## config.mk

```make
export PLATFORM = sky130hd
export DESIGN_NAME = config_reg_bank
export DESIGN_NICKNAME = d
export VERILOG_FILES = /design/src/rtl/config_reg_bank.sv
export SDC_FILE = /design/constraint.sdc
export NUM_CORES = 1
export LEC_CHECK = 0
export CAP_MARGIN = 20
export CORE_ASPECT_RATIO = 0.8
export CORE_MARGIN = 2
export CORE_UTILIZATION = 47
export DETAILED_ROUTE_END_ITERATION = 7
export HOLD_SLACK_MARGIN = 0.02
export PLACE_DENSITY = 0.75
export SETUP_SLACK_MARGIN = 0.2
export SLEW_MARGIN = 20
export SYNTH_ARGS = -nofsm -noshare
export SYNTH_HDL_FRONTEND = slang
export SYNTH_SLANG_ARGS = --single-unit
```

## constraint.sdc

```tcl
create_clock -name clk -period 5.6 [get_ports clk]
set_clock_uncertainty 0.1 [all_clocks]
set_input_delay 1.68 -clock clk [delete_from_list [all_inputs] [get_ports clk]]
set_output_delay 1.68 -clock clk [all_outputs]
set_load 0.005 [all_outputs]
```

## src/rtl/config_reg_bank.sv

```systemverilog
`default_nettype none
// ============================================================================
// Module      : config_reg_bank
// Description : Addressable configuration register bank with shadow/active
//               double buffering, atomic commit and registered read path.
// Revision    : 1.0 - initial release
// ============================================================================
module config_reg_bank #(
    parameter int                    NUM_REGS   = 4,
    parameter int                    DATA_WIDTH = 32,
    parameter int                    ADDR_WIDTH = 8,
    parameter int                    BASE_ADDR  = 0,
    parameter logic [DATA_WIDTH-1:0] INIT_VALUE = '0,
    parameter int                    DOUBLE_BUF = 1
) (
    input  logic                           clk,
    input  logic                           reset,
    input  logic [ADDR_WIDTH-1:0]          config_config_addr,
    input  logic [DATA_WIDTH-1:0]          config_config_data,
    input  logic                           config_read,
    input  logic                           config_write,
    input  logic                           config_commit,
    output logic [DATA_WIDTH-1:0]          read_config_data,
    output logic                           read_valid,
    output logic [NUM_REGS*DATA_WIDTH-1:0] config_out,
    output logic                           commit_pending
);

    localparam int               c_IDX_W = (NUM_REGS > 1) ? $clog2(NUM_REGS) : 1;
    localparam logic [ADDR_WIDTH:0] c_BASE = (ADDR_WIDTH+1)'(BASE_ADDR);
    localparam logic             c_DBUF  = (DOUBLE_BUF != 0);

    logic [DATA_WIDTH-1:0] r_shadow [NUM_REGS];
    logic [DATA_WIDTH-1:0] r_active [NUM_REGS];
    logic [NUM_REGS-1:0]   r_dirty;
    logic [DATA_WIDTH-1:0] r_rd_data;
    logic                  r_rd_valid;
    logic                  r_commit_pending;

    logic [ADDR_WIDTH:0]   w_addr_ext;
    logic [ADDR_WIDTH:0]   w_off;
    logic [c_IDX_W-1:0]    w_idx;
    logic                  w_hit;
    logic                  w_wr;
    logic                  w_commit;
    logic [NUM_REGS-1:0]   w_dirty_next;

    // Zero-extended subtraction: addresses below the base underflow into the
    // top bit and are rejected by the explicit lower-bound compare.
    assign w_addr_ext = {1'b0, config_config_addr};
    assign w_off      = w_addr_ext - c_BASE;
    assign w_idx      = w_off[c_IDX_W-1:0];
    assign w_hit      = (w_addr_ext >= c_BASE) && (32'(w_off) < 32'(NUM_REGS));
    assign w_wr       = config_write && w_hit;
    assign w_commit   = config_commit && c_DBUF;

    always_comb begin
        w_dirty_next = r_dirty;
        if (w_commit) begin
            w_dirty_next = '0;
        end
        // A write landing with a commit re-dirties its register.
        if (w_wr && c_DBUF) begin
            w_dirty_next[w_idx] = 1'b1;
        end
    end

    always_ff @(posedge clk) begin
        if (reset) begin
            for (int i = 0; i < NUM_REGS; i++) begin
                r_shadow[i] <= INIT_VALUE;
                r_active[i] <= INIT_VALUE;
            end
            r_dirty          <= '0;
            r_rd_data        <= '0;
            r_rd_valid       <= 1'b0;
            r_commit_pending <= 1'b0;
        end else begin
            r_rd_valid <= config_read;
            if (config_read) begin
                r_rd_data <= w_hit ? r_shadow[w_idx] : '0;
            end
            if (w_commit) begin
                for (int i = 0; i < NUM_REGS; i++) begin
                    r_active[i] <= r_shadow[i];
                end
            end
            if (w_wr) begin
                r_shadow[w_idx] <= config_config_data;
                if (!c_DBUF) begin
                    r_active[w_idx] <= config_config_data;
                end
            end
            r_dirty          <= w_dirty_next;
            r_commit_pending <= |w_dirty_next;
        end
    end

    generate
        for (genvar g = 0; g < NUM_REGS; g++) begin : g_out
            assign config_out[g*DATA_WIDTH +: DATA_WIDTH] = r_active[g];
        end
    endgenerate

    // A read strobe in the cycle before reset must never surface as valid.
    assign read_valid       = r_rd_valid & ~reset;
    assign read_config_data = r_rd_data;
    assign commit_pending   = r_commit_pending;

endmodule
`default_nettype wire

```

==> results.py <==
metrics = {
    "outcome": {
        "status": "finished clean",
    },
    "placement": {
        "routabilityCongestion": 0.7824,
        "port_buffers": 206,
        "dp_hpwl_um": 17040,
        "dp_cells": 1228,
    },
    "min_path": {
        "worstHoldPathType": "reg2reg",
    },
    "logic_synthesis": {
        "synth-async-reset-ratio_pct": 0,
        "synthFlopType": "edfxtp_1",
        "postSynthCellCount": 746,
        "yosys-top-cells-count": "edfxtp_1 (256), and2_1 (196), clkbuf_1 (41)",
        "synthDistinctLibCells": 28,
        "post-synth-top-area-fraction_pct": 65.92,
        "synth_area_leaders": "edfxtp_1 (66%), and2_1 (11%), dfxtp_1 (6.5%)",
        "synth_area_per_cell_um2": 15.63,
        "syn-num-nets": 791,
        "yosysMostFrequentCell": "edfxtp_1",
        "ys_warn_count": 0,
        "synth_seq_cells": 294,
        "synth_top_area_cell": "edfxtp_1",
        "synth-edff-count": 256,
        "yosysSeqAreaShare_pct": 72.45,
        "netlist_area_um2": 11660,
    },
    "timing": {
        "slew-limit-headroom_pct": 26.82,
        "final.setup.tns_ns": 0,
        "drv_slew": 0,
        "max_freq_ghz": 0.2400,
        "setup_viol_count_final": 0,
        "holdWs_ns": 0.3602,
        "grt_setup_unrepaired": "false",
        "fin_crit_ns": 4.167,
        "fin_crit_sh_pct": 74.42,
        "final_hold_viol_count": 0,
        "tightest_slew_ns": 1.095,
    },
    "grt": {
        "grtUsageTotal_pct": 20.74,
        "grt_antenna_before_repair": 1,
        "grt_pass1_vias": 7045,
        "overflow": 0,
        "grt_pass1_wl_um": 41010,
        "grt_max_degree": 129,
    },
    "clocking": {
        "clk_path_buf_depth": 3,
        "cts.hold.buffers_added": 0,
        "postCtsSetupRepairBufs": 0,
        "clock-sinks": 294,
        "cts-resized-gates": 0,
        "ctsHtreeMaxLevel": 1,
        "cts_buffers": 29,
        "clockRootBuffer": "clkbuf_16",
        "worstSkewPairLatency_ns": 0.53,
        "cts_tree": "built",
        "path_clk_slew_ns": 0.07,
    },
    "drt": {
        "drt-wirelength-per-cell_um": 21.30,
        "drcViolationCount": 0,
        "drt-pass1-iter-count": 5,
        "antenna_left": 0,
        "drt-total-wl_um": 27320,
        "vias": 6849,
        "vias_per_cell": 5.338,
        "drtIter0Drc": 552,
    },
    "critical_path": {
        "crit_path_top_delay_cell": "clkdlybuf4s50_1",
        "end_kind": "primary output",
        "worstSetupStartpointType": "input port",
        "crit_family": "buffers and inverters",
        "crit_type": "in2out",
        "cp_data_arrival_time_ns": 2.39,
        "crit_chain": "buf_2 -> nor2b_1 -> clkdlybuf4s50_1",
        "cp_slowest_stage_delay_ns": 0.50,
        "path_buf_inv": 2,
        "cp.required_ns": 3.82,
        "worstPathMaxFanout": 2,
    },
    "power_and_ir_drop": {
        "intPower_mw": 3.830,
        "netSwitchingPower_mw": 1.010,
        "power.density_nw_per_um2": 322.9,
        "p_clk_share_pct": 40.0,
        "ir_worst_vdd_v": 0.0002182,
        "combinationalPowerShare_pct": 7.2,
        "p_seq_share_pct": 52.7,
        "switching_share_pct": 20.87,
        "finalPower_mw": 4.840,
        "leakage_nw": 5.639,
    },
    "die": {
        "die_h_um": 144.9,
        "core-area_um2": 24380,
        "rows": 51,
        "die_area_um2": 26090,
        "initial_core_util_pct": 47.84,
        "pin_count": 207,
        "die_w_um": 180.1,
    },
    "layout": {
        "drive_gt1_share_pct": 11.00,
        "fin_nets": 987,
        "area_delta_synth_final_pct": 28.54,
        "final_cell_count_no_fill": 1283,
    },
    "job": {
        "maxCapViolCount": 0,
    },
}
path summary, 6_finish.rpt:
| check | from | slack, ns | to | depth (start not counted) |
|---|---|---|---|---|
| min reg2reg | r_dirty[0] | 0.36 | r_dirty[0] | 1 |
| max | reset | 1.43 | read_valid | 3 |
| min | r_dirty[0] | 0.36 | r_dirty[0] | 1 |
| max reg2reg | r_shadow[3][14] | 4.28 | read_config_data[14] | 2 |
flip-flops by register name (all words and copies together), names as in the netlist:
register          cells
commit_pending        1
r_dirty               4
r_active            128
read_config_data     32
r_rd_valid            1
r_shadow            128
cells by family after synthesis:
group,Yosys count,synth area share [%]
buf+inv,53,1.856
simple gates,325,16.80
compound gates,42,2.715
mux,32,6.180
flops,294,72.45
power groups by stage:
stage / clock network (mW) / logic [mW] / registers, mW
floorplan: 0 / 0.132 / 2.59
global placement: 0 / 0.348 / 2.60
detailed placement: 0 / 0.351 / 2.60
CTS: 1.96 / 0.354 / 2.55
global route: 2.05 / 0.375 / 2.56
finish: 1.94 / 0.350 / 2.55
layout make-up:
class	count	area [um2]
Inverter	2	15.01
Fill cell	1794	9387
Timing Repair Buffer	216	2133
Sequential cell	294	8448
Antenna cell	1	2.502
Clock buffer	38	789.5
Tap cell	318	397.9
Multi-Input combinational cell	399	3038
Clock inverter	15	165.2
per-stage QoR:
step	utilization, %	cell area, um2	worst slack, ns
5_1_grt	61.49	14990	1.410
4_1_cts	61.43	14970	1.429
6_report	61.49	14990	1.433
3_5_place_dp	57.51	14020	1.059
2_1_floorplan	-	11660	0.2193
3_3_place_gp	57.51	14020	1.109
per-layer routing:
layer / part of all wire (%) / up-vias / track usage, % / wire length [um]
li1: - / 3092 / - / -
met1: 43 / 3400 / 28.50 / 11760
met3: 7.2 / 49 / 4.354 / 1955
met5: 0 / - / 0 / 0
met4: 2.6 / 0 / 6.452 / 707
met2: 47 / 308 / 33.70 / 12900
placed cells by master, fill, tap and decap left out, types with 3 or more instances in the layout:
cell type,netlist,routed
nand2_1,17,17
bufinv_16,0,3
nor3b_1,32,32
edfxtp_1,256,256
nor3_1,14,14
clkbuf_1,41,6
clkbuf_16,0,29
and3_1,19,18
mux4_2,32,32
a21o_1,35,35
clkinv_2,0,8
buf_2,8,4
and2_1,196,196
dfxtp_1,38,38
nor2b_1,4,3
nor2_1,33,31
clkdlybuf4s50_1,0,202
clkbuf_8,0,3
buf_4,0,8
Power figures use the tool's default switching activity.
